### src/rtl/trap_arbiter_if.sv
// Commit-point trap bus between the pipeline/CSR side and the trap arbiter.
// The arbiter connects through the slave modport; the driving side uses master.
interface trap_arbiter_if #(
   parameter int XLEN = 32,
   parameter int NIRQ = 12
);
   logic            inst_valid;
   logic [15:0]     exc_vec;
   logic [XLEN-1:0] exc_pc;
   logic [XLEN-1:0] exc_tval;
   logic [NIRQ-1:0] irq_raw;
   logic [NIRQ-1:0] irq_en;
   logic            glb_ie;
   logic            trap_ack;
   logic            trap_req;
   logic [XLEN-1:0] trap_cause;
   logic [XLEN-1:0] trap_epc;
   logic [XLEN-1:0] trap_val;
   logic            flush;
   logic            busy;
   logic [NIRQ-1:0] irq_pend;

   modport master (
      output inst_valid, exc_vec, exc_pc, exc_tval, irq_raw, irq_en, glb_ie, trap_ack,
      input  trap_req, trap_cause, trap_epc, trap_val, flush, busy, irq_pend
   );

   modport slave (
      input  inst_valid, exc_vec, exc_pc, exc_tval, irq_raw, irq_en, glb_ie, trap_ack,
      output trap_req, trap_cause, trap_epc, trap_val, flush, busy, irq_pend
   );
endinterface

### src/rtl/trap_arbiter.sv
// Trap arbiter: picks one interrupt or exception at the commit point, holds it
// for the CSR unit until acknowledged, then flushes the pipeline.
module trap_arbiter #(
   parameter int XLEN      = 32,
   parameter int NIRQ      = 12,
   parameter int SYNC_STG  = 2,
   parameter int FLUSH_CYC = 2
) (
   input logic         clk,
   input logic         rst,
   trap_arbiter_if.slave bus
);
   localparam logic [1:0] IDLE  = 2'd0;
   localparam logic [1:0] REQ   = 2'd1;
   localparam logic [1:0] FLUSH = 2'd2;

   localparam int CNT_W = $clog2(FLUSH_CYC + 1);
   localparam int IDX_W = $clog2(NIRQ);

   // Priority tables listed lowest first, so the last hit in a scan wins.
   localparam int IRQ_STD [12] = '{4, 0, 8, 6, 2, 10, 5, 1, 9, 7, 3, 11};
   localparam int EXC_ORD [16] = '{14, 10, 5, 7, 13, 15, 4, 6, 8, 9, 11, 2, 0, 1, 12, 3};

   logic [NIRQ-1:0]  sync_q [SYNC_STG];
   logic [NIRQ-1:0]  irq_pend;
   logic [1:0]       state;
   logic [CNT_W-1:0] flush_cnt;
   logic             req_q;
   logic             flush_q;
   logic [XLEN-1:0]  cause_q;
   logic [XLEN-1:0]  epc_q;
   logic [XLEN-1:0]  val_q;

   logic             irq_hit;
   logic [IDX_W-1:0] irq_code;
   logic             exc_hit;
   logic [3:0]       exc_code;
   logic             int_ok;
   logic [XLEN-1:0]  cause_nxt;

   always_ff @(posedge clk) begin
      if (rst) begin
         for (int i = 0; i < SYNC_STG; i++) sync_q[i] <= '0;
      end else begin
         sync_q[0] <= bus.irq_raw;
         for (int i = 1; i < SYNC_STG; i++) sync_q[i] <= sync_q[i-1];
      end
   end

   assign irq_pend = sync_q[SYNC_STG-1] & bus.irq_en;

   // Lines 12 and up outrank every standard line, higher index first.
   always_comb begin
      irq_hit  = 1'b0;
      irq_code = '0;
      for (int j = 0; j < 12; j++) begin
         if (irq_pend[IRQ_STD[j]]) begin
            irq_hit  = 1'b1;
            irq_code = IDX_W'(IRQ_STD[j]);
         end
      end
      for (int i = 12; i < NIRQ; i++) begin
         if (irq_pend[i]) begin
            irq_hit  = 1'b1;
            irq_code = IDX_W'(i);
         end
      end
   end

   always_comb begin
      exc_hit  = |bus.exc_vec;
      exc_code = '0;
      for (int j = 0; j < 16; j++) begin
         if (bus.exc_vec[EXC_ORD[j]]) exc_code = 4'(EXC_ORD[j]);
      end
   end

   always_comb begin
      int_ok    = bus.glb_ie & irq_hit;
      cause_nxt = '0;
      if (int_ok) begin
         cause_nxt[XLEN-1]    = 1'b1;
         cause_nxt[IDX_W-1:0] = irq_code;
      end else begin
         cause_nxt[3:0] = exc_code;
      end
   end

   always_ff @(posedge clk) begin
      if (rst) begin
         state     <= IDLE;
         req_q     <= 1'b0;
         flush_q   <= 1'b0;
         flush_cnt <= '0;
         cause_q   <= '0;
         epc_q     <= '0;
         val_q     <= '0;
      end else begin
         case (state)
            IDLE: begin
               if (bus.inst_valid && (int_ok || exc_hit)) begin
                  cause_q <= cause_nxt;
                  epc_q   <= bus.exc_pc;
                  val_q   <= int_ok ? '0 : bus.exc_tval;
                  req_q   <= 1'b1;
                  state   <= REQ;
               end
            end
            REQ: begin
               if (bus.trap_ack) begin
                  req_q     <= 1'b0;
                  flush_q   <= 1'b1;
                  flush_cnt <= CNT_W'(FLUSH_CYC);
                  state     <= FLUSH;
               end
            end
            FLUSH: begin
               flush_cnt <= flush_cnt - CNT_W'(1);
               if (flush_cnt == CNT_W'(1)) begin
                  flush_q <= 1'b0;
                  state   <= IDLE;
               end
            end
            default: begin
               req_q   <= 1'b0;
               flush_q <= 1'b0;
               state   <= IDLE;
            end
         endcase
      end
   end

   assign bus.trap_req   = req_q;
   assign bus.trap_cause = cause_q;
   assign bus.trap_epc   = epc_q;
   assign bus.trap_val   = val_q;
   assign bus.flush      = flush_q;
   assign bus.busy       = (state != IDLE);
   assign bus.irq_pend   = irq_pend;
endmodule

### src/flat_wrapper.sv
// flat-port wrapper written by rule: the top's interface ports become plain ports
module trap_arbiter_flat 
#(
   parameter int XLEN      = 32,
   parameter int NIRQ      = 12,
   parameter int SYNC_STG  = 2,
   parameter int FLUSH_CYC = 2
)
  (clk, rst, bus_inst_valid, bus_exc_vec, bus_exc_pc, bus_exc_tval, bus_irq_raw, bus_irq_en, bus_glb_ie, bus_trap_ack, bus_trap_req, bus_trap_cause, bus_trap_epc, bus_trap_val, bus_flush, bus_busy, bus_irq_pend);
  trap_arbiter_if #(.XLEN(XLEN), .NIRQ(NIRQ)) bus_i ();
  input logic clk;
  input logic rst;
  input wire logic [$bits(bus_i.inst_valid)-1:0] bus_inst_valid;
  input wire logic [$bits(bus_i.exc_vec)-1:0] bus_exc_vec;
  input wire logic [$bits(bus_i.exc_pc)-1:0] bus_exc_pc;
  input wire logic [$bits(bus_i.exc_tval)-1:0] bus_exc_tval;
  input wire logic [$bits(bus_i.irq_raw)-1:0] bus_irq_raw;
  input wire logic [$bits(bus_i.irq_en)-1:0] bus_irq_en;
  input wire logic [$bits(bus_i.glb_ie)-1:0] bus_glb_ie;
  input wire logic [$bits(bus_i.trap_ack)-1:0] bus_trap_ack;
  output wire logic [$bits(bus_i.trap_req)-1:0] bus_trap_req;
  output wire logic [$bits(bus_i.trap_cause)-1:0] bus_trap_cause;
  output wire logic [$bits(bus_i.trap_epc)-1:0] bus_trap_epc;
  output wire logic [$bits(bus_i.trap_val)-1:0] bus_trap_val;
  output wire logic [$bits(bus_i.flush)-1:0] bus_flush;
  output wire logic [$bits(bus_i.busy)-1:0] bus_busy;
  output wire logic [$bits(bus_i.irq_pend)-1:0] bus_irq_pend;
  assign bus_i.inst_valid = bus_inst_valid;
  assign bus_i.exc_vec = bus_exc_vec;
  assign bus_i.exc_pc = bus_exc_pc;
  assign bus_i.exc_tval = bus_exc_tval;
  assign bus_i.irq_raw = bus_irq_raw;
  assign bus_i.irq_en = bus_irq_en;
  assign bus_i.glb_ie = bus_glb_ie;
  assign bus_i.trap_ack = bus_trap_ack;
  assign bus_trap_req = bus_i.trap_req;
  assign bus_trap_cause = bus_i.trap_cause;
  assign bus_trap_epc = bus_i.trap_epc;
  assign bus_trap_val = bus_i.trap_val;
  assign bus_flush = bus_i.flush;
  assign bus_busy = bus_i.busy;
  assign bus_irq_pend = bus_i.irq_pend;
  trap_arbiter #(.XLEN(XLEN), .NIRQ(NIRQ), .SYNC_STG(SYNC_STG), .FLUSH_CYC(FLUSH_CYC)) u_core (.clk(clk), .rst(rst), .bus(bus_i));
endmodule
### config.mk
export PLATFORM = sky130hd
export DESIGN_NAME = trap_arbiter_flat
export DESIGN_NICKNAME = d
export VERILOG_FILES = /design/src/rtl/trap_arbiter_if.sv /design/src/rtl/trap_arbiter.sv /design/src/flat_wrapper.sv
export SDC_FILE = /design/constraint.sdc
export NUM_CORES = 1
export LEC_CHECK = 0
export ABC_AREA = 0
export CAP_MARGIN = 0
export CORE_MARGIN = 2
export CORE_UTILIZATION = 39
export DETAILED_ROUTE_END_ITERATION = 7
export PLACE_DENSITY = 0.88
export SYNTH_ARGS = -nofsm -noshare
export SYNTH_HDL_FRONTEND = slang
export SYNTH_SLANG_ARGS = --single-unit
### constraint.sdc
create_clock -name clk -period 3.05 [get_ports clk]
set_clock_uncertainty 0.05 [all_clocks]
set_input_delay 0.915 -clock clk [delete_from_list [all_inputs] [get_ports clk]]
set_output_delay 0.915 -clock clk [all_outputs]
set_load 0.005 [all_outputs]
==> results of run 1 <==
[area by class of cell]
cell class	count	area, µm²	share of cell area, %
tap	133	166	2.64
multi-input combinational	312	1710	27.2
sequential	99	1980	31.5
timing repair buffer	220	2210	35.1
clock buffer	11	131	2.09
inverter	11	41.3	0.656
clock inverter	4	51.3	0.815
[registers in the layout (all words and copies together) (netlist names)]
register,cells
u_core.bus.trap_epc,32
u_core.bus.trap_val,32
u_core.sync_q,24
u_core.bus.trap_cause,5
u_core.flush_cnt,2
u_core.state,2
u_core.bus.flush,1
u_core.bus.trap_req,1
[synth_stat cells (2+ instances only)]
library cell	count	share of area, %
sky130_fd_sc_hd__a2bb2oi_1	2	0.44
sky130_fd_sc_hd__a31oi_1	2	0.32
sky130_fd_sc_hd__nor3_1	6	0.76
sky130_fd_sc_hd__a31o_2	2	0.44
sky130_fd_sc_hd__o21bai_1	3	0.57
sky130_fd_sc_hd__buf_4	31	5.9
sky130_fd_sc_hd__nor2b_1	27	4.3
sky130_fd_sc_hd__nand4_1	2	0.32
sky130_fd_sc_hd__or2_2	2	0.32
sky130_fd_sc_hd__a211oi_1	4	0.76
sky130_fd_sc_hd__buf_2	5	0.63
sky130_fd_sc_hd__a22oi_1	36	6.8
sky130_fd_sc_hd__o211ai_1	2	0.38
sky130_fd_sc_hd__a222oi_1	4	1.0
sky130_fd_sc_hd__nor2_1	45	4.3
sky130_fd_sc_hd__or3_1	3	0.47
sky130_fd_sc_hd__inv_1	11	1.0
sky130_fd_sc_hd__a2111oi_0	2	0.44
sky130_fd_sc_hd__o21ai_0	7	0.88
sky130_fd_sc_hd__dfxtp_1	99	50
sky130_fd_sc_hd__and2_1	9	1.4
sky130_fd_sc_hd__clkbuf_1	15	1.4
sky130_fd_sc_hd__a21oi_1	39	4.9
sky130_fd_sc_hd__buf_6	3	0.85
sky130_fd_sc_hd__nand2_1	72	6.8
[path summary, 6_finish.rpt]
path	end	cells past startpoint	from
setup / recovery	bus_irq_pend[11]	4	bus_irq_en[11]
hold / removal	u_core.sync_q[0][23]$_SDFF_PP0_	1	u_core.sync_q[0][11]$_SDFF_PP0_
setup reg to reg	u_core.bus.trap_val[16]$_SDFFE_PP0P_	7	u_core.sync_q[0][19]$_SDFF_PP0_
hold reg to reg	u_core.sync_q[0][23]$_SDFF_PP0_	1	u_core.sync_q[0][11]$_SDFF_PP0_
[cells by family (layout without fill, tap and decap cells)]
kind of cell	Yosys count	in the layout	synth area share, %
buffers and inverters	65	246	9.83
adder cells (fa/ha/maj)	1	1	0.316
AO/OA/AOI/OAI	111	111	19.3
flip-flops	99	99	50.1
AND/OR/NAND/NOR	173	173	20.4
other	1	27	0.0947
[routing by layer]
layer	share of wire, %	vias to the layer above	global-route usage (%)	wire (µm)
met5	0	-	0	0
met4	2.6	0	9.90	296
met3	7.0	24	4.37	801
met2	51	198	37.9	5840
met1	39	1797	21.7	4510
li1	-	1888	-	-
[what timing repair did]
| action | CTS | global route |
|---|---|---|
| hold endpoints to repair | 0 | 0 |
| buffers inserted | 0 | 0 |
| endpoints found under the setup margin | 4 | 6 |
| gates resized for setup | 5 | 10 |
[power by group]
part,switching [mW],internal [mW],total [mW]
Sequential,0.0486,1.38,1.43
Clock,0.429,0.378,0.807
Combinational,0.258,0.379,0.638
[through the flow]
step / instances / power (mW) / setup WS [ps] / hold slack (ps)
detailed placement: 775 / 2.09 / -119 / 372
global route: 790 / 3.01 / 11.6 / 412
finish: 790 / 2.87 / 47.8 / 387
global placement: 775 / 2.07 / -61.2 / 366
floorplan: 476 / 1.72 / 430 / 364
CTS: 790 / 2.90 / 6.27 / 391
[critical path, delay by kind of cell]
family / cells / cell delay [ps]
buf+inv: 3 / 1040
simple gates: 1 / 80
==> qor_table.md, run 1 <==
| Step | Parameter | Reported |
| --- | --- | --- |
| outcome | Status | finished, final reports clean |
| die | Die width | 105 µm |
| final layout | Post-layout util | 64.1% |
| die | Die outline area | 0.0110 mm² |
| clocking | TritonCTS clock tree | yes |
| timing | Relative slew slack | 53.3% |
| clocking | Hold buffer count at cts | 0 |
| route | Vias after detailed routing | 3907 |
| clocking | TritonCTS Buffers | 9 |
| clocking | Clk Tree Root Cell | sky130_fd_sc_hd__clkbuf_8 |
| synth | FFs w/ async S/R, synth | 0% |
| synth | Yosys warns | 0 |
| timing | Final period util | 98.4% |
| global route | Global router's overall resource usage | 20.4% |
| pwr | Peak ir drop on the vdd network | 0.000277 V |
| die | Standard cell core area | 0.00982 mm² |
| synth | Synthesized area per cell | 8.80 µm² |
| setup path | Cells along the critical path | clkdlybuf4s50_1 > nand2_1 > inv_1 > clkdlybuf4s50_1 |
| clocking | Bufs on Longest Clock Path | 2 |
| clocking | Register clock-pin slew on the reported worst setup and hold paths | 90 ps |
| global route | Number of antenna violations at the first check in global routing | 0 |
| clocking | Clock H-tree levels | 3 |
| setup path | Crit path top cell by count | sky130_fd_sc_hd__clkdlybuf4s50_1 |
| route | Drt first-iter violations | 179 |
| final layout | Number of antenna diodes | 0 |
| timing | Pin slew with the least headroom to its limit | 701 ps |
| synth | Primary flip-flop cell chosen by synthesis mapping | sky130_fd_sc_hd__dfxtp_1 |
| route | Wire length reported by the detailed router | 11.4 mm |
| die | Top Ports | 220 |
| global route | Via count of the first global-routing pass | 3925 |
| placed design | Final Wtd Congestion | 0.961 |
| placed design | Placed wire-length estimate | 8.66 mm |
| synth | Yosys cell types | 42 |
| setup path | Reg2reg setup slack | 860 ps |
| final layout | Total non-filler cell area in the finished layout | 0.00630 mm² |
| clocking | Number of clock sinks | 99 |
| synth | Cells after synthesis | 450 |
| synth | Cell area after synthesis | 0.00396 mm² |
| flow run | Number of max-capacitance violations reported | 0 |
| route | Detailed-router iteration count before antenna repair | 6 |
| final layout | Number of nets in the final layout | 763 |
| route | Via density per instance | 4.95 |
| timing | Final period demand of the worst path | 3000 ps |
| timing | Final Hold Fails | 0 |
| final layout | Highest-count cells in the layout ignoring fill and taps | sky130_fd_sc_hd__clkdlybuf4s50_1 (181), sky130_fd_sc_hd__dfxtp_1 (99), sky130_fd_sc_hd__nand2_1 (71), sky130_fd_sc_hd__nor2_1 (45), sky130_fd_sc_hd__a21oi_1 (39) |
| final layout | Most frequent standard cell in the layout excluding fill and tap cells | sky130_fd_sc_hd__clkdlybuf4s50_1 |
| die | Height of the die | 105 µm |
| timing | Highest attainable clock frequency | 333 MHz |
| setup path | Critical path peak fanout | 3 |
| pwr | Power density relative to cell area | 456 mW/mm² |
| pwr | LEAKAGE | 2.50 nW |
| route | Remaining number of nets flagged by the antenna check after routing | 0 |
| setup path | Worst path arrival time | 2040 ps |
| final layout | Post-synthesis to final-layout area growth | 59.1% |
| placed design | Placed Instance Area | 0.00609 mm² |
| die | Starting Density | 40.3% |
| min path | Hold Crit Class | reg2reg |
| global route | Wire length of the first global-routing pass | 18.3 mm |
| global route | GRT Residual Overflow | 0 |
| timing | Setup_tns | 0 ps |
| timing | Final setup vio count | 0 |
| clocking | Worst-Skew Late Latency | 350 ps |
| timing | Final number of max-transition violations | 0 |
| setup path | Critical path's slowest cell | sky130_fd_sc_hd__clkdlybuf4s50_1 |
| global route | Maximum number of pins on one net before global-route repair | 37 |
| placed design | Count of buffers from port buffering | 192 |
| timing | RSZ-0062 raised after global routing | false |
| synth | Number of enable-type register cells in the synthesized netlist | 0 |
| route | Wire per inst | 14.5 µm |
| setup path | Maximum cell stage delay along the critical path | 490 ps |
| setup path | Worst setup SP type | input pin |
| route | Number of design rule violations left after detail routing | 0 |
| synth | Portion of the post-synthesis area used by sequential elements | 50.1% |
| synth | Number of synthesized register bits | 99 |
| setup path | Worst setup path class | in2out |
| setup path | CP required | 2080 ps |
| setup path | Nature of the critical path endpoint | output port |
| final layout | Layout cell share with drive strength beyond 1 | 8.68% |
| die | Row Count | 36 |
| final layout | Fill cell total of the finished layout | 806 |
No activity file was read; power rests on OpenSTA's default activity.
==> inputs of run 2 (changes only) <==
Settings changed: CAP_MARGIN 0 to 40.
==> results of run 2 <==
Same layout as run 1: the final DEF is identical, and so are final timing and power.
